## config.mk

```make
export PLATFORM = sky130hd
export DESIGN_NAME = mem_arbiter
export DESIGN_NICKNAME = d
export VERILOG_FILES = /design/src/rtl/mem_arbiter.sv
export SDC_FILE = /design/constraint.sdc
export NUM_CORES = 1
export LEC_CHECK = 0
export ABC_AREA = 1
export CORE_AREA = 2 2 212 214
export CTS_BUF_LIST = sky130_fd_sc_hd__clkbuf_4 sky130_fd_sc_hd__clkbuf_8
export DETAILED_ROUTE_END_ITERATION = 10
export DIE_AREA = 0 0 214 216
export PLACE_DENSITY = 0.48
export SETUP_SLACK_MARGIN = 0.2
export SLEW_MARGIN = 40
export SYNTH_ARGS = -nofsm -noshare
export SYNTH_HDL_FRONTEND = slang
export SYNTH_SLANG_ARGS = --single-unit
```

## constraint.sdc

```tcl
create_clock -name clock -period 12.02 [get_ports clock]
set_input_delay 2.404 -clock clock [delete_from_list [all_inputs] [get_ports clock]]
set_output_delay 2.404 -clock clock [all_outputs]
set_load 0.005 [all_outputs]
```

## src/rtl/mem_arbiter.sv

```systemverilog
// mem_arbiter: shares one memory port between an icache and a dcache.
// Grants are combinational with no added latency. A starvation counter gives
// the icache priority after repeated losses. A tag ownership table routes
// returned load data back to the cache that issued the load.
//
// Ports:
//   clock, reset                     single clock, synchronous active-high reset
//   Icache2mem_command/addr          icache request (LOAD only; other values idle)
//   Dcache2mem_command/addr/data     dcache request (LOAD or STORE)
//   mem2proc_response                accept tag for the granted command (0 = none)
//   mem2proc_data/tag                returned load data and its tag (0 = none)
//   proc2mem_command/addr/data       granted request sent to memory
//   Imem2proc_response/data/tag      icache-side view of memory
//   Dmem2proc_response/data/tag      dcache-side view of memory
//   outstanding_count                registered number of valid table entries
//   icache_priority                  registered; 1 = icache wins the next conflict
module mem_arbiter #(
    parameter int unsigned STARVE_LIMIT = 4
) (
    input  logic        clock,
    input  logic        reset,
    input  logic [1:0]  Icache2mem_command,
    input  logic [63:0] Icache2mem_addr,
    input  logic [1:0]  Dcache2mem_command,
    input  logic [63:0] Dcache2mem_addr,
    input  logic [63:0] Dcache2mem_data,
    input  logic [3:0]  mem2proc_response,
    input  logic [63:0] mem2proc_data,
    input  logic [3:0]  mem2proc_tag,
    output logic [1:0]  proc2mem_command,
    output logic [63:0] proc2mem_addr,
    output logic [63:0] proc2mem_data,
    output logic [3:0]  Imem2proc_response,
    output logic [63:0] Imem2proc_data,
    output logic [3:0]  Imem2proc_tag,
    output logic [3:0]  Dmem2proc_response,
    output logic [63:0] Dmem2proc_data,
    output logic [3:0]  Dmem2proc_tag,
    output logic [4:0]  outstanding_count,
    output logic        icache_priority
);

    localparam int unsigned CNT_W     = $clog2(STARVE_LIMIT) + 1;
    localparam int unsigned NUM_TAGS  = 16;
    localparam logic [1:0]  BUS_NONE  = 2'd0;
    localparam logic [1:0]  BUS_LOAD  = 2'd1;
    localparam logic [1:0]  BUS_STORE = 2'd2;
    localparam logic [CNT_W-1:0] LIMIT = CNT_W'(STARVE_LIMIT);

    // Tag table; index 0 means "no tag" and is never made valid.
    logic [NUM_TAGS-1:0] tag_valid, tag_valid_next;
    logic [NUM_TAGS-1:0] tag_owner, tag_owner_next;
    logic [4:0]          count_next;
    logic [CNT_W-1:0]    starve_cnt, starve_next;
    logic                priority_next;

    logic icache_active, dcache_active;
    logic grant_i, grant_d;
    logic accepted, alloc;
    logic ret_hit, ret_owner;

    // Request decode and grant selection.
    always_comb begin
        icache_active = (Icache2mem_command == BUS_LOAD);
        dcache_active = (Dcache2mem_command == BUS_LOAD) ||
                        (Dcache2mem_command == BUS_STORE);
        grant_i       = icache_active && (!dcache_active || icache_priority);
        grant_d       = dcache_active && !grant_i;
        accepted      = (mem2proc_response != 4'd0);
    end

    // Command path to memory and response fan-back.
    always_comb begin
        proc2mem_command   = BUS_NONE;
        proc2mem_addr      = 64'd0;
        proc2mem_data      = 64'd0;
        Imem2proc_response = 4'd0;
        Dmem2proc_response = 4'd0;
        if (grant_i) begin
            proc2mem_command   = BUS_LOAD;
            proc2mem_addr      = Icache2mem_addr;
            Imem2proc_response = mem2proc_response;
        end else if (grant_d) begin
            proc2mem_command   = Dcache2mem_command;
            proc2mem_addr      = Dcache2mem_addr;
            proc2mem_data      = Dcache2mem_data;
            Dmem2proc_response = mem2proc_response;
        end
    end

    // Return routing uses the table as it stood before this cycle's update.
    always_comb begin
        ret_hit        = (mem2proc_tag != 4'd0) && tag_valid[mem2proc_tag];
        ret_owner      = tag_owner[mem2proc_tag];
        Imem2proc_tag  = 4'd0;
        Imem2proc_data = 64'd0;
        Dmem2proc_tag  = 4'd0;
        Dmem2proc_data = 64'd0;
        if (ret_hit && !ret_owner) begin
            Imem2proc_tag  = mem2proc_tag;
            Imem2proc_data = mem2proc_data;
        end else if (ret_hit && ret_owner) begin
            Dmem2proc_tag  = mem2proc_tag;
            Dmem2proc_data = mem2proc_data;
        end
    end

    // Table update: retire first, so a same-tag allocation overrides.
    always_comb begin
        tag_valid_next = tag_valid;
        tag_owner_next = tag_owner;
        alloc          = (proc2mem_command == BUS_LOAD) && accepted;
        if (ret_hit) begin
            tag_valid_next[mem2proc_tag] = 1'b0;
        end
        if (alloc) begin
            tag_valid_next[mem2proc_response] = 1'b1;
            tag_owner_next[mem2proc_response] = grant_d;
        end
        count_next = 5'd0;
        for (int i = 1; i < NUM_TAGS; i++) begin
            count_next = count_next + 5'(tag_valid_next[i]);
        end
    end

    // Starvation tracking; priority rises on the same edge the counter hits the limit.
    always_comb begin
        starve_next   = starve_cnt;
        priority_next = icache_priority;
        if (grant_i && accepted) begin
            starve_next   = '0;
            priority_next = 1'b0;
        end else if (!icache_active) begin
            starve_next = '0;
        end else if (grant_d) begin
            if (starve_cnt < LIMIT) begin
                starve_next = starve_cnt + CNT_W'(1);
            end
            if (starve_next == LIMIT) begin
                priority_next = 1'b1;
            end
        end
    end

    // State registers.
    always_ff @(posedge clock) begin
        if (reset) begin
            tag_valid         <= '0;
            tag_owner         <= '0;
            outstanding_count <= 5'd0;
            starve_cnt        <= '0;
            icache_priority   <= 1'b0;
        end else begin
            tag_valid         <= tag_valid_next;
            tag_owner         <= tag_owner_next;
            outstanding_count <= count_next;
            starve_cnt        <= starve_next;
            icache_priority   <= priority_next;
        end
    end

endmodule

```

==> summary.md <==
| Metric | Value |
|---|---|
| Register bit total from synthesis | 40 |
| Async SR Flop Fraction | 0% |
| Crit path launch type | primary input |
| RSZ-0062 raised after global routing | no |
| Cells after Synth | between 800 and 900 |
| Cell area after synthesis | between 0.004 and 0.005 sq mm |
| Power after layout | between 0.5 and 0.6 mW |
| Period utilization | 68.56% |
| Total die area | 0.04622 sq mm |
| Fmax | 0.1213 GHz |
| Seq pwr share | 25.9% |
| EDFF count, synth | 0 |
| Pre-antenna DRT Iters | 5 |
| Initial DRC count | 374 |
| Gate power share | 54.8% |
| Vias per cell | 3.690 |
| Switching power | approximately 0.18 mW |
| Mean Syn Cell Area | roughly 5.4 sq um |
| Final GP Congestion | between 1 and 1.5 |
| All-layer global routing usage | between 10% and 20% |
| Endpoints failing setup | 0 |
| Critical path fanouts, max | between 70 and 80 |
| Die height | around 220 um |
| Post-CTS Resized | 0 |
| GRT overflow | 0 |
| Initial core utilization | under 10% |
| Slew @ Worst Pin | between 0.7 and 0.8 ns |
| Internal power | roughly 0.35 mW |
| Die width | between 200 and 250 um |
| First-pass GRT wire length | 49,400 um |
| CTS max path bufs | 2 |
| Worst EP required | 9.62 ns |
| Setup Fix Bufs, Post-CTS | 0 |
| Cell Pwr Density | roughly 50 mW/mm^2 |
| Yosys top cell area share | between 20% and 30% |
| Num CTS Buffers | 5 |
| Drt total wl | 36,470 um |
| Worst Path Arrival | 5.84 ns |
| Initial antenna violation count | 9 |
| Synth top area cells | nor2_1 21%, dfxtp_1 18%, inv_1 15% |
| Setup TNS | 0 ns |
| Clk pin slew, worst setup/hold paths | about 0.090 ns |
| HP Class | flop to flop |
| Hold Crit Depth | 2 |
| Clock root cell | clkbuf_8 |
| Synth Flop Type | dfxtp_1 |
| Antenna viol nets, final | 0 |
| Top-count cell post-synth | nor2_1 |
| Nets | ~1,600 |
| Net Count, Synth | about 1,100 |
| Cts hold-fix bufs | 0 |
| Clock sink total | 40 |
| Clock skew | about 0.015 ns |
| Outcome | finished, final reports clean |
| Critical Path Sink Type | output pin |
| Yosys top cell by area | nor2_1 |
| Library cells used by synthesis | 25 |
| Clock Latency Late Sink | just over 0.3 ns |
| Final Hold Viols | 0 |
| WS Path Type | primary input to output pin |
| Clk pwr share | between 10% and 20% |
| Slew margin rel. | roughly 49% |
| Worst VDD drop | 41.14 uV |
| Post-DR wirelength/cell | ~19 um |
| Largest net degree at the start of global routing | 72 |
| Switching share of power | about a third |
| Core footprint | 0.04384 sq mm |
| Post-synthesis sequential area ratio | ~18% |
| Period minus WS final | roughly 8.2 ns |
| Residual DRC count | 0 |
| I/O Buffers | around 550 |
| Layout cells sized above 1 | roughly 1.7% |
| Num rows | 77 |
| CTS tree | done |
| Pleak | 4.620 nW |
| Max cap viols | 0 |
| H-tree depth | 2 |
| Top cells by count, synth | 239 x nor2_1, 172 x inv_1, 142 x nand2_1 |
| Via count of the first global-routing pass | 7,022 |
| Via Count | roughly 7,000 |
| Pins Over Slew Limit | 0 |
| Yosys warnings | 0 |
| Area Growth Syn to Fin | 141.0% |
| Dpl hpwl | about 32,000 um |
| Ports | 550 |
| Worst r2r path cells | 15 |
## per-stage QoR
step / util, % / setup slack [ns] / area, sq um / cells / hold slack [ns]
2_1_floorplan: - / 5.744 / 4355 / 803 / 0.4031
3_3_place_gp: 23.71 / 3.701 / 10400 / 1899 / 0.4113
3_5_place_dp: 23.71 / 3.651 / 10390 / 1899 / 0.4143
4_1_cts: 23.93 / 3.648 / 10490 / 1907 / 0.4284
5_1_grt: 23.94 / 3.445 / 10500 / 1908 / 0.4462
6_report: 23.94 / 3.779 / 10500 / 1908 / 0.4264
## per-layer routing
layer  vias up  track usage, %  wire length [um]  part of all wire, %
met2       419           30.47             20160                   55
met3        64           3.820              2843                  7.8
met5         -               0                10                0.027
met4         2           7.436              1972                  5.4
met1      3118           13.02             11480                   31
li1       3437               -                 -                    -
## final cells by class
class	count	area, sq um
diodes	1	2.502
clock buffers	6	82.58
clock inverters	2	15.01
fillers	4958	33340
inverters	175	659.4
multi-input cells	539	2676
flip-flops and latches	40	800.8
well taps	592	740.7
repair buffers	553	5518
## cell usage in the layout (no fill, tap or decap)
cell / count
inv_1: 171
clkinvlp_4: 2
o21ai_0: 13
conb_1: 1
fa_1: 10
xnor2_1: 1
nand4_1: 14
xor2_1: 1
inv_2: 3
o21ai_1: 1
buf_4: 5
buf_2: 1
nand2_2: 2
a21boi_0: 1
nand3_1: 17
clkdlybuf4s50_1: 547
ha_1: 3
clkbuf_8: 6
dfxtp_1: 40
a21oi_1: 28
nand2_1: 140
diode_2: 1
nand3_2: 2
nor3_1: 1
a22o_1: 64
nor2_1: 239
inv_4: 1
or2_2: 1
## worst paths after layout
check / from / to / slack (ns)
hold / removal: tag_owner[0] / tag_owner[0] / 0.43
setup reg to reg: icache_priority / outstanding_count[1] / 7.21
hold reg to reg: tag_owner[0] / tag_owner[0] / 0.43
setup / recovery: Dcache2mem_command[0] / proc2mem_addr[63] / 3.78
## flip-flops by register name, summed over array words and instances, names as in the netlist
signal	cells
tag_owner	16
tag_valid	16
starve_cnt	3
outstanding_count	4
icache_priority	1
## critical path: stages
cell and delay, ns:
clkdlybuf4s50_1 0.48, nand2_1 0.13, nand2_1 0.14, nand2_1 0.06
nand2_1 0.26, nand2_2 0.06, buf_4 0.32, inv_2 0.34
buf_4 0.63, a22o_1 0.35, clkdlybuf4s50_1 0.61
## power by group through the flow
stage / combinational, mW / sequential [mW] / clock (mW)
after floorplan: 0.0829 / 0.139 / 0
after global placement: 0.292 / 0.139 / 0
after detailed placement: 0.293 / 0.139 / 0
after CTS: 0.295 / 0.136 / 0.106
after global routing: 0.308 / 0.136 / 0.110
final: 0.288 / 0.136 / 0.101
## cell families after synthesis
group	share of synthesized area (%)
compound gates	17.87
xor+xnor	0.4023
fa+ha+maj	5.458
buf+inv	20.40
flops	18.39
other cells	0.08610
simple gates	37.40
Power figures use the tool's default switching activity.
==> variant 1: new RTL, same flow settings <==
Change the parameter `STARVE_LIMIT` from 4 to 2.
--- a/src/rtl/mem_arbiter.sv
+++ b/src/rtl/mem_arbiter.sv
@@ -16,5 +16,5 @@
 //   icache_priority                  registered; 1 = icache wins the next conflict
 module mem_arbiter #(
-    parameter int unsigned STARVE_LIMIT = 4
+    parameter int unsigned STARVE_LIMIT = 2
 ) (
     input  logic        clock,
Behaviour: not the same (a bounded check fails within 4 cycles, from zero or initial values and one cycle with reset high).
==> variant 1 against the unedited design <==
Cell count increased by 0.10%; worst setup slack improved by 0.13 ns; power increased by 3.1%; largest power group unchanged; clock power increased by 23%; routed wire length decreased by 8.0%; critical endpoint is now proc2mem_addr[45]; register-to-register slack improved by 0.10 ns; synthesized area decreased by 0.46%; sequential cell count decreased by 1; count of clock-buffer cells in the layout unchanged; sequential share of layout area decreased by 0.20 points; global-route usage decreased by 1.1 points; design area increased by 0.15%.
==> variant 1: results (changes against the unedited design) <==
status=finished clean (unchanged); Synth top cells by count=250 x nor2_1, 174 x inv_1, 131 x nand2_1 (was 239 x nor2_1, 172 x inv_1, 142 x nand2_1); largest net degree at the start of global routing=74 (was 72); P_leak=4.62 nW (about the same); total global-route track usage=0.137 (was 0.148); Synth cell types=24 (was 25); share of cells above drive strength 1=0.0198 (was 0.0175); initial DRC count=267 (was 374); hpwl dp=29,800 um (was 32,200 um); Wirelength per Cell=17.6 um (was 19.1 um); clk_lat worst skew=0.32 ns; Clock Tree Root=clkbuf_8 (unchanged); Seq/Total Area, Yosys=0.180 (was 0.184); Synth Warn #=0 (unchanged); NumNets Final=1,598 (was 1,597); Setup Buffers After CTS=0 (unchanged); detailed-route via count=6,951 (was 7,040); initial antenna violation count=5 (was 9); WL final=33,500 um (was 36,500 um); Worst Path Arrival=5.71 ns (was 5.84 ns); Buffers on Ports=548 (unchanged); placed cells=1,900 (was 1,899); first-pass GRT wire length=46,900 um (was 49,400 um); clk_skew=0.0109 ns (was 0.0154 ns); number of global-route vias before repair=6,926 (was 7,022); Pint=0.368 mW (was 0.349 mW); Worst Tran Pin Value=0.723 ns (was 0.762 ns); largest registers=tag_owner: 16 flops, tag_valid: 16 flops, outstanding_count: 4 flops (unchanged); CTS H-Tree Depth=2 (unchanged); Max FO, Critical Path=73 (was 71); top post-synthesis cells by area=nor2_1 22%, dfxtp_1 18%, inv_1 15%, a22o_1 13%, nand2_1 11% (was nor2_1 21%, dfxtp_1 18%, inv_1 15%, a22o_1 13%, nand2_1 12%); peak supply drop=0.0000412 V (was 0.0000411 V); Post-CTS Resized=0 (unchanged); routability cong.=0.887 (was 1.09); Clock Pin Slew Worst Setup and Hold Paths=0.10 ns
## variant 1: changes by cell type after synthesis, moves of 2 or more
cell,before,now
and2_1,0,2
nor2_1,239,250
nand2_1,142,131
a21oi_1,28,24
nand3_1,18,16
inv_1,172,174
## variant 1: area by class of cell
cell class	instances	area, um2
Inverter	178	668
Clock inverter	2	38.8
Multi-Input combinational cell	537	2670
Tap cell	592	741
Clock buffer	6	82.6
Fill cell	4915	33300
Sequential cell	39	781
Antenna cell	2	5.00
Timing Repair Buffer	554	5530
## variant 1: worst max-delay path, cell delays in order
cell             delay (ns)
clkdlybuf4s50_1        0.56
nand2_1                0.11
nand2_1                0.13
nand2_1                0.07
nand2_1                0.22
nand2_2                0.07
buf_4                  0.34
inv_2                  0.34
buf_4                  0.60
a22o_1                 0.28
clkdlybuf4s50_1        0.52
## variant 1: power groups by stage
stage	Combinational, mW	Sequential (mW)	Clock (mW)
2_1_floorplan	0.0830	0.136	0
3_3_place_gp	0.288	0.136	0
3_5_place_dp	0.288	0.136	0
4_1_cts	0.290	0.133	0.129
5_1_grt	0.306	0.134	0.135
6_report	0.284	0.133	0.124
## variant 1: per-layer routing
| layer | vias to the layer above | track usage | part of all wire |
|---|---|---|---|
| met2 | 403 | 0.271 | 0.54 |
| met4 | 4 | 0.0669 | 0.039 |
| li1 | 3432 | - | - |
| met3 | 36 | 0.0451 | 0.091 |
| met5 | - | 0 | 0.00081 |
| met1 | 3076 | 0.124 | 0.32 |
## variant 1: path summary, 6_finish.rpt
kind                                     start  slack [ns]  depth (start not counted)                               to
hold / removal       tag_owner[0]$_SDFFE_PP0P_        0.43                          2        tag_owner[0]$_SDFFE_PP0P_
hold reg to reg      tag_owner[0]$_SDFFE_PP0P_        0.43                          2        tag_owner[0]$_SDFFE_PP0P_
setup / recovery         Dcache2mem_command[0]        3.91                         11                proc2mem_addr[45]
setup reg to reg  icache_priority$_SDFFE_PP0P_        7.31                         16  outstanding_count[1]$_SDFF_PP0_
## variant 1: through the flow
step	utilization	cell area (um2)	worst slack [ns]
floorplan	-	4340	5.61
global placement	0.237	10400	3.86
detailed placement	0.237	10400	3.95
CTS	0.240	10500	3.94
global route	0.240	10500	3.68
finish	0.240	10500	3.91
## variant 1: kinds of logic after synthesis
family,count (synthesis),share of synthesized area
xor+xnor,1,0.00202
flops,39,0.180
buf+inv,227,0.206
compound gates,105,0.178
simple gates,417,0.378
fa+ha+maj,13,0.0548
other cells,1,0.000865
==> variant 2: new RTL, same flow settings <==
Made on the original files. Reset style: asynchronous (`reset`), changed in one clocked block. Comments in the files are not updated.
--- a/src/rtl/mem_arbiter.sv
+++ b/src/rtl/mem_arbiter.sv
@@ -144,5 +144,5 @@
 
     // State registers.
-    always_ff @(posedge clock) begin
+    always_ff @(posedge clock or posedge reset) begin
         if (reset) begin
             tag_valid         <= '0;
Formal check against the unedited RTL: differs if reset is asserted again (counterexample within 4 cycles, from zero or initial values and one cycle with reset high); with reset held inactive, the same outputs for 4 cycles.
==> variant 2 against the unedited design <==
Design area increased by 1.4%; sequential cell count stayed put; count of clock-buffer cells in the layout fell by 1; worst setup slack better by 0.27 ns; routed wire length decreased by 16%; sequential power is 33% higher; largest power group unchanged; global-route usage is 2.3 points lower; critical path type unchanged; synthesized area increased by 3.1%; synthesized cell count decreased by 5.6%; power up 61%.
==> variant 2: results (changes against the unedited design) <==
Buffers on Ports=548 (unchanged); Setup TNS=0 ns (unchanged); ANT cells=0 (was 1); worst reg-to-reg setup slack=7.20 ns (was 7.21 ns); initial DRC count=223 (was 374); Setup Buffers After CTS=0 (unchanged); first-pass GRT wire length=43,900 um (was 49,400 um); ys async rst share=1.00 (was 0); CP startpoint=mem2proc_tag[0] (was Dcache2mem_command[0]); largest net degree at the start of global routing=85 (was 72); Vias/cell=3.53 (was 3.69); Synth top cells by count=184 x nor2_1, 166 x inv_1, 153 x nand2_1 (was 239 x nor2_1, 172 x inv_1, 142 x nand2_1); Synth Warn #=0 (unchanged); Clock Tree Root=clkbuf_8 (unchanged); peak supply drop=0.0000595 V (was 0.0000411 V); syn nets=1,041 (was 1,086); Worst Path Arrival=5.57 ns (was 5.84 ns); Max FO, Critical Path=68 (was 71); routability cong.=0.917 (was 1.09); hold path start=tag_owner[0]$_DFFE_PP0P_ (was tag_owner[0]$_SDFFE_PP0P_); total global-route track usage=0.126 (was 0.148); reg2reg path depth=18 (was 15); clk_skew=0.00848 ns (was 0.0154 ns); CTS H-Tree Depth=2 (unchanged); r2r startpoint=icache_priority$_DFFE_PP0P_ (was icache_priority$_SDFFE_PP0P_); Initial Util=0.102 (was 0.0994); Seq/Total Area, Yosys=0.223 (was 0.184); number of global-route vias before repair=6,691 (was 7,022); WHS Path Cells=0 (was 2); switching part of the total=0.373 (was 0.336); share of cells above drive strength 1=0.0494 (was 0.0175); hpwl dp=27,300 um (was 32,200 um); P_leak=4.81 nW (was 4.62 nW); reg2reg end=outstanding_count[1]$_DFF_PP0_ (was outstanding_count[1]$_SDFF_PP0_); clk_lat worst skew=0.30 ns; initial antenna violation count=5 (was 9); ys flop type=dfrtp_1 (was dfxtp_1); placed inst area=10,500 um2 (was 10,400 um2); Slew headroom=0.451 (was 0.492); status=finished clean (unchanged); hold path endpoint=tag_owner[0]$_DFFE_PP0P_ (was tag_owner[0]$_SDFFE_PP0P_); NumNets Final=1,558 (was 1,597); Wirelength per Cell=16.5 um (was 19.1 um); top post-synthesis cells by area=dfrtp_1 22%, nor2_1 15%, inv_1 14%, nand2_1 13%, a22o_1 12% (was nor2_1 21%, dfxtp_1 18%, inv_1 15%, a22o_1 13%, nand2_1 12%)
==> variant 2: worst max path at each step <==
| stage | to | slack (ns) | depth (start not counted) |
|---|---|---|---|
| detailed placement | Imem2proc_tag[3] | 4.01 | 14 |
| floorplan | outstanding_count[1]$_DFF_PP0_ | 5.65 | 20 |
| global route | Dmem2proc_data[32] | 3.67 | 14 |
| CTS | Imem2proc_tag[3] | 3.99 | 14 |
| global placement | Imem2proc_tag[3] | 3.99 | 14 |
| finish | Dmem2proc_tag[0] | 4.05 | 14 |
==> variant 2: through the flow <==
stage | instances | hold slack, ns | setup WS, ns | util
2_1_floorplan | 758 | 0.429 | 5.65 | -
3_3_place_gp | 1859 | 0.368 | 3.99 | 0.239
3_5_place_dp | 1859 | 0.372 | 4.01 | 0.240
4_1_cts | 1867 | 0.394 | 3.99 | 0.242
5_1_grt | 1868 | 0.414 | 3.67 | 0.243
6_report | 1868 | 0.387 | 4.05 | 0.243
==> variant 2: critical path: stages <==
cell             delay, ns
clkdlybuf4s50_1       0.90
inv_2                 0.36
nand2_1               0.14
nand2_1               0.06
nand2_1               0.05
nand2_1               0.06
nand2_1               0.09
nand2_1               0.07
inv_2                 0.05
nand2_2               0.05
nand3_2               0.06
buf_4                 0.62
nor2_1                0.09
clkdlybuf4s50_1       0.49
==> variant 2: kinds of logic after synthesis <==
| group | after synthesis | synth area share |
|---|---|---|
| compound gates | 100 | 0.167 |
| xor+xnor | 2 | 0.00390 |
| fa+ha+maj | 13 | 0.0529 |
| buf+inv | 214 | 0.200 |
| flops | 40 | 0.223 |
| other cells | 1 | 0.000835 |
| simple gates | 388 | 0.353 |
==> variant 2: metal layers <==
| layer | global-route usage | up-vias | wire (um) |
|---|---|---|---|
| li1 | - | 3284 | - |
| met1 | 0.130 | 2896 | 11100 |
| met2 | 0.255 | 379 | 16600 |
| met3 | 0.0290 | 29 | 2440 |
| met4 | 0.0224 | 2 | 539 |
| met5 | 0 | - | 13 |
==> variant 2: area by class of cell <==
type | count | area, um2
Multi-Input combinational cell | 504 | 2590
Inverter | 170 | 641
Clock inverter | 3 | 46.3
Fill cell | 4944 | 33200
Tap cell | 592 | 741
Clock buffer | 5 | 68.8
Sequential cell | 40 | 1000
Timing Repair Buffer | 554 | 5550
==> variant 2: power by group through the flow <==
| stage | registers [mW] | clock network, mW | logic, mW |
|---|---|---|---|
| after floorplan | 0.178 | 0 | 0.251 |
| after detailed placement | 0.184 | 0 | 0.554 |
| after CTS | 0.181 | 0.119 | 0.559 |
| after global placement | 0.184 | 0 | 0.554 |
| after global routing | 0.184 | 0.124 | 0.608 |
| final | 0.181 | 0.114 | 0.548 |
